**src/rtl/dna_loader.sv**
```systemverilog
// Serial 2-bit nucleotide loader: writes bases into sequence memory, then hands
// the length to the search FSM. Over-length sequences are drained and flagged.
module dna_loader #(
  parameter int unsigned MAX_LEN = 1024,
  parameter int unsigned AW      = 10
) (
  input  logic          clock,
  input  logic          reset_N,
  input  logic          in_valid,
  input  logic [1:0]    in_base,
  input  logic          in_last,
  output logic          in_ready,
  output logic          mem_we,
  output logic [AW-1:0] mem_addr,
  output logic [1:0]    mem_wdata,
  output logic [15:0]   dna_length,
  output logic          ready,
  input  logic          done,
  output logic          error
);

  localparam int unsigned CW = 16;
  localparam logic [CW-1:0] LAST_IDX = CW'(MAX_LEN - 1);

  typedef enum logic [1:0] {
    LOAD    = 2'd0,
    HANDOFF = 2'd1,
    DRAIN   = 2'd2
  } state_t;

  state_t          r_state;
  logic            r_armed;
  logic [CW-1:0]   r_count;
  logic            w_xfer;

  // r_armed keeps in_ready low until the first edge after reset release
  assign in_ready = r_armed & (r_state != HANDOFF);
  assign w_xfer   = in_valid & in_ready;

  always_ff @(posedge clock or negedge reset_N) begin
    if (!reset_N) begin
      r_state    <= LOAD;
      r_armed    <= 1'b0;
      r_count    <= '0;
      dna_length <= '0;
      ready      <= 1'b0;
      error      <= 1'b0;
      mem_we     <= 1'b0;
      mem_addr   <= '0;
      mem_wdata  <= '0;
    end else begin
      r_armed <= 1'b1;
      mem_we  <= 1'b0;
      case (r_state)
        LOAD: begin
          if (w_xfer) begin
            mem_we    <= 1'b1;
            mem_addr  <= r_count[AW-1:0];
            mem_wdata <= in_base;
            r_count   <= r_count + CW'(1);
            // in_last wins over the length limit: a full-length sequence is legal
            if (in_last) begin
              dna_length <= r_count + CW'(1);
              ready      <= 1'b1;
              r_state    <= HANDOFF;
            end else if (r_count == LAST_IDX) begin
              error   <= 1'b1;
              r_state <= DRAIN;
            end
          end
        end
        HANDOFF: begin
          if (done) begin
            ready   <= 1'b0;
            r_count <= '0;
            r_state <= LOAD;
          end
        end
        DRAIN: begin
          if (w_xfer && in_last) begin
            r_count    <= '0;
            dna_length <= '0;
            r_state    <= LOAD;
          end
        end
        default: r_state <= LOAD;
      endcase
    end
  end

endmodule

```
**config.mk**
```make
export PLATFORM = sky130hd
export DESIGN_NAME = dna_loader
export DESIGN_NICKNAME = d
export VERILOG_FILES = /design/src/rtl/dna_loader.sv
export SDC_FILE = /design/constraint.sdc
export NUM_CORES = 1
export LEC_CHECK = 0
export CAP_MARGIN = 40
export CELL_PAD_IN_SITES_DETAIL_PLACEMENT = 1
export CELL_PAD_IN_SITES_GLOBAL_PLACEMENT = 1
export CORE_MARGIN = 1.5
export CORE_UTILIZATION = 38
export CTS_CLUSTER_SIZE = 10
export DETAILED_ROUTE_END_ITERATION = 8
export PLACE_DENSITY_LB_ADDON = 0.2
export SETUP_SLACK_MARGIN = 0.15
export SYNTH_ARGS = -nofsm -noshare
export SYNTH_HDL_FRONTEND = slang
export SYNTH_SLANG_ARGS = --single-unit
```
**constraint.sdc**
```tcl
create_clock -name clock -period 1.8 [get_ports clock]
set_input_delay 0.27 -clock clock [delete_from_list [all_inputs] [get_ports clock]]
set_output_delay 0.27 -clock clock [all_outputs]
set_load 0.02 [all_outputs]
```
==> results.py <==
metrics = {
    "clock_tree": {
        "cts.clk_slew.worst_paths_ns": 0.10,
        "cts_num_sinks": 50,
        "cts_buffer_depth": 2,
        "cts_root_buf": "clkbuf_8",
        "clk_latency_ns": 0.31,
        "cts_tree": "built",
        "htreeDepth": 2,
        "cts_buffers": 5,
    },
    "timing": {
        "finalSetupViolations": 18,
        "fin_skew_ns": 0.006403,
        "tightestPinTransition_ns": 0.5002,
        "maxSlewViolCount": 0,
        "fmax_mhz": 512.5,
        "min_period_ns": 1.951,
        "rsz0062_at_grt": "yes",
        "setup_ws_ns": -0.1511,
        "final_hold_viol_count": 0,
        "post-route-period-util_pct": 108.4,
        "max-slew-margin-rel_pct": 66.65,
    },
    "flow_run": {
        "max_cap_viol_count": 0,
    },
    "setup_path": {
        "r2r_end": "r_count[8]",
        "cp-start-kind": "flip-flop",
        "cp-end-kind": "flip-flop",
        "cp_num_cells": 7,
        "crit_start": "r_state[0]",
        "worstSetupPathType": "reg2reg",
        "crit_buf_inv": 2,
        "crit_fanout": 7,
        "reg2reg_depth": 7,
        "cp_top_family": "simple AND/OR/NAND/NOR gates",
        "endpoint": "r_count[8]",
        "cp_slowest_stage_delay_ns": 0.44,
        "required_ns": 2.02,
        "r2r_start": "r_state[0]",
        "r2r_setup_slack_ns": -0.15,
        "worstPathArrival_ns": 2.17,
        "crit_slowest_cell": "dfrtp_1",
        "path_cells": "inv_2 > ha_4 > and4bb_1 > a211oi_4 > or3_4 > buf_8 > o41ai_4",
    },
    "routing": {
        "viasPerCell": 5.492,
        "drt_iter0_drc": 85,
        "drc": 4,
        "wl_mm": 7.353,
        "post_drt_wl_per_cell_um": 18.76,
        "num_vias": 2153,
        "firstDrtPassIters": 6,
        "ant_nets": 0,
    },
    "logic_synthesis": {
        "async_flop_share_pct": 100.0,
        "synthSimpleGateAreaFrac_pct": 16.68,
        "ys_ff_latch": 50,
        "synth_edf_count": 0,
        "synthTopCellsByCount": "dfrtp_1 (50), nand2_1 (26), o31ai_1 (24)",
        "synth_top_family_by_area": "compound AO/OA/AOI/OAI gates",
        "syn_nets": 259,
        "synthFlopType": "dfrtp_1",
        "yosys.area.top_type": "dfrtp_1",
        "yosys-top-cells-area": "dfrtp_1 (49%), o31ai_1 (7.1%), mux2_2 (4.9%)",
        "synth_xor_area_share_pct": 4.809,
        "yosysMostFrequentCell": "dfrtp_1",
        "syn_area_um2": 2550,
        "synth.distinct_cells": 46,
        "seq_area_frac_synth_pct": 49.07,
        "synth_top_area_share_pct": 49.07,
        "avgSynthCellArea_um2": 10.32,
        "synth_warnings": 0,
        "syn_inst": 247,
        "synth_compound_area_share_pct": 16.98,
        "synth.mux.area_fraction_pct": 4.858,
        "synth_fa_ha_area_share_pct": 2.453,
    },
    "cells_and_area": {
        "area_growth_pct": 47.69,
        "diodes": 0,
        "finalNetCount": 326,
        "fin_area_um2": 3766,
        "layout-drive-gt1-share_pct": 37.78,
        "final_core_util_pct": 58.64,
    },
    "place": {
        "placed_cell_area_um2": 3239,
        "place.gp.congestion": 0.8421,
        "dpl.hpwl_mm": 4.869,
        "io_buffers": 38,
    },
    "floorplanning": {
        "die_h_um": 84.92,
        "die_area_um2": 7211,
        "fp.dieW_um": 84.92,
        "start_util_pct": 39.70,
        "ios": 39,
        "core_area_um2": 6422,
        "row_count": 29,
    },
    "pwr": {
        "power_mw": 4.114,
        "p_leak_nw": 1.644,
        "p_per_area_nw_per_um2": 1092,
        "vdd_drop_max_mv": 0.7686,
    },
    "grt": {
        "grt_pass1_wl_mm": 11.82,
        "grt_pass1_vias": 2319,
        "gr-total-overflow": 0,
        "antenna_found_initial": 0,
        "grt_start_max_net_pins": 32,
        "grtUsageTotal_pct": 21.15,
    },
    "hold_path": {
        "hold_class": "in2async",
    },
    "outcome": {
        "violations": "design-rule violations, negative setup slack",
        "outcome": "complete, but fails checks",
    },
}
kinds of logic (layout without fill, tap and decap cells):
logic type / count (synthesis) / after routing
compound gates: 59 / 59
xor+xnor: 14 / 14
fa+ha+maj: 5 / 5
buf+inv: 27 / 95
flops: 50 / 50
mux: 11 / 11
other cells: 1 / 1
simple gates: 80 / 80
how the worst min path moves through the flow:
stage / cells past startpoint / end / slack [ns] / start
after floorplan: 0 / dna_length[0] / -0.03 / reset_N
after global placement: 1 / dna_length[1] / 0.26 / reset_N
after detailed placement: 1 / dna_length[3] / 0.26 / reset_N
after CTS: 2 / dna_length[15] / 0.46 / reset_N
after global routing: 2 / dna_length[3] / 0.48 / reset_N
final: 2 / dna_length[3] / 0.45 / reset_N
state kept, by name, indices dropped and copies added, names as in the netlist:
signal	count
mem_addr	10
error	1
dna_length	16
mem_wdata	2
r_armed	1
r_state	2
ready	1
r_count	16
mem_we	1
stage by stage:
stage	worst slack, ns	hold WS (ns)	TNS, ns	instances
after floorplan	-0.08338	-0.02559	-0.6381	247
after global placement	-0.1627	0.2579	-2.390	375
after detailed placement	-0.2600	0.2606	-4.194	375
after CTS	-0.1224	0.4620	-1.401	390
after global routing	-0.2379	0.4810	-3.389	392
final	-0.1511	0.4503	-1.757	392
per-layer routing:
layer  global-route usage [%]  wire length (µm)
met4                    4.769                72
met3                    5.058               235
met1                    27.81              3385
met2                    35.56              3660
met5                        0                 0
final cells by class:
class	count	area [µm²]
Sequential cell	50	1252
Clock inverter	1	30.03
Inverter	4	15.01
Tap cell	77	96.34
Fill cell	686	2656
Multi-Input combinational cell	170	1506
Clock buffer	7	76.32
Timing Repair Buffer	83	789.5
cell usage in the layout, fill, tap and decap left out, types with 3 or more instances in the layout:
cell / netlist / layout
clkdlybuf4s50_1: 0 / 35
o31ai_2: 0 / 10
xnor2_1: 7 / 7
o21ai_0: 9 / 3
o31ai_1: 24 / 6
nor4_2: 1 / 3
buf_6: 1 / 11
dfrtp_1: 50 / 49
nand4_1: 5 / 5
buf_4: 1 / 31
a221o_1: 3 / 3
nor2_1: 8 / 7
nand2b_1: 5 / 5
a31oi_1: 4 / 4
nor3_1: 6 / 4
nand3_1: 7 / 5
xor2_1: 7 / 7
o21ai_2: 0 / 8
o21ai_1: 7 / 4
a21oi_1: 3 / 3
mux2_2: 11 / 11
ha_1: 5 / 3
nand2_1: 26 / 21
and3_1: 5 / 5
clkbuf_8: 0 / 5
o31ai_4: 0 / 8
nand2_4: 0 / 3
worst register-to-register path, stage by stage (launching register included):
cell and delay (ns):
dfrtp_1 0.44, inv_2 0.09, ha_4 0.18, and4bb_1 0.31
a211oi_4 0.08, or3_4 0.42, buf_8 0.16, o41ai_4 0.18
what timing repair did:
action                                 in CTS  in global routing
setup endpoints to repair                  35                 46
buffers inserted                            3                  2
endpoints found under the hold margin      19                  0
pin swaps                                   7                  4
hold buffers                                1                  0
gates resized for setup                    54                 31
gates cloned                                3                  0
where the power goes:
group	switching [mW]	internal, mW
Sequential	0.124	1.28
Clock	0.397	0.417
Combinational	1.00	0.896
Total	1.52	2.59
(Power assumes the default switching activity.)
==> variant, RTL diff (same flow settings) <==
Re-encode `state_t` (3 states) as one-hot, 3 bits wide.
--- a/src/rtl/dna_loader.sv
+++ b/src/rtl/dna_loader.sv
@@ -22,10 +22,10 @@
   localparam int unsigned CW = 16;
   localparam logic [CW-1:0] LAST_IDX = CW'(MAX_LEN - 1);
 
-  typedef enum logic [1:0] {
-    LOAD    = 2'd0,
-    HANDOFF = 2'd1,
-    DRAIN   = 2'd2
+  typedef enum logic [2:0] {
+    LOAD    = 3'b001,
+    HANDOFF = 3'b010,
+    DRAIN   = 3'b100
   } state_t;
 
   state_t          r_state;
Function: no difference found for any inputs over 10 cycles, from zero or initial values and one cycle with reset_N low; not proved beyond that.
==> variant against the unedited design <==
  * Design area decreased by 13%
  * First-iteration DRC count decreased by 27%
  * Wire length decreased by 12%
  * Clock skew increased by 0.0024 ns
  * Area after synthesis decreased by 3.4%
  * Non-clock buffer count decreased by 12
  * Setup slack improved by 0.31 ns
  * Sequential cell count increased by 1
  * Count of clock-buffer cells in the layout decreased by 2
  * Critical path depth decreased by 3
Power is not compared: it rests on default switching activity, and its combinational part moved more than twofold at a synthesized area within 25%.
==> variant: results (changes against the unedited design) <==
- The worst-case clock skew is 0.008846 ns (was 0.006403 ns).
- The share of synthesized area spent on multiplexers came to 0% (was 4.858%).
- The area fraction in compound gates after synthesis is 13.21% (was 16.98%).
- The total placed instance area is 3099 µm² (was 3239 µm²).
- The total length of routed wires is 6.455 mm (was 7.353 mm).
- The global-route total usage across every layer is 20.05% (was 21.15%).
- The maximum net fanout on the critical path was 5 (was 7).
- The share of post-route cells with drive strength above 1 is 19.18% (was 37.78%).
- The sequential element share of the synthesized area is 51.88% (was 49.07%).
- The slowest cell on the critical path is dfstp_2 (was dfrtp_1).
- The adder-cell area share of the yosys netlist was 0.5081% (was 2.453%).
- The arrival time at the worst endpoint came to 1.87 ns (was 2.17 ns).
- The number of nets in the final layout was 325 (was 326).
- The post-synth net total came to 264 (was 259).
- The number of distinct standard cells referenced by the synthesized netlist was 48 (was 46).
- The worst reg-to-reg path cell count is 4 (was 7).
- The post-synthesis share of cell area spent on xor and xnor gates is 5.691% (was 4.809%).
- Run status: complete, no violations (was finished, violations left).
- The number of search-and-repair iterations in the first detailed-routing pass is 4 (was 6).
- The weighted congestion reported at the end of routability-driven placement is 0.8247 (was 0.8421).
- The post-synthesis area per instance is 9.619 µm² (was 10.32 µm²).
- The critical path's largest stage delay is 0.58 ns (was 0.44 ns).
- The capture point of the worst reg-to-reg path is r_state[2] (was r_count[8]).
- The number of vias per cell after detailed routing is 5.165 (was 5.492).
- The launch point of the worst path is r_state[0] (unchanged).
==> variant: cell type report <==
class / instances / area, µm²
inverters: 4 / 15.01
fillers: 733 / 3025
flip-flops and latches: 51 / 1281
clock inverters: 3 / 67.56
multi-input cells: 184 / 1099
repair buffers: 71 / 660.6
clock buffers: 5 / 68.82
well taps: 77 / 96.34
==> variant: worst max-delay path by stage <==
| stage | end | cells after the start |
|---|---|---|
| 2_1_floorplan | r_count[11] | 6 |
| 3_3_place_gp | r_count[15] | 5 |
| 3_5_place_dp | r_count[15] | 5 |
| 4_1_cts | r_count[13] | 5 |
| 5_1_grt | r_state[2] | 4 |
| 6_report | r_state[2] | 4 |
==> variant: repair_timing <==
| item | CTS | global route |
|---|---|---|
| hold buffers | 1 | 0 |
| gates resized for setup | 10 | 9 |
| pin swaps | 0 | 0 |
| setup buffers | 1 | 2 |
| setup endpoints to repair | 14 | 18 |
| gates cloned | 0 | 0 |
| endpoints found under the hold margin | 15 | 0 |
==> variant: cells by family after synthesis <==
family | Yosys count
adder cells (fa/ha/maj) | 1
flip-flops | 51
AO/OA/AOI/OAI | 49
AND/OR/NAND/NOR | 117
buffers and inverters | 21
other | 1
XOR/XNOR | 16
==> variant: through the flow <==
stage	total power (W)	hold slack, ns
2_1_floorplan	0.001820	-0.02559
3_3_place_gp	0.002224	0.2388
3_5_place_dp	0.002250	0.2371
4_1_cts	0.003220	0.4408
5_1_grt	0.003354	0.4622
6_report	0.003181	0.4318
==> variant: metal layers <==
layer  vias up  share of wire (%)  global-route usage [%]  wire [µm]
li1       1005                  -                       -          -
met1      1000                 49                   27.79       3143
met2        30                 48                   32.74       3074
met3         5                2.5                   3.561        161
met4         0                1.2                   5.365         75
met5         -                  0                       0          0
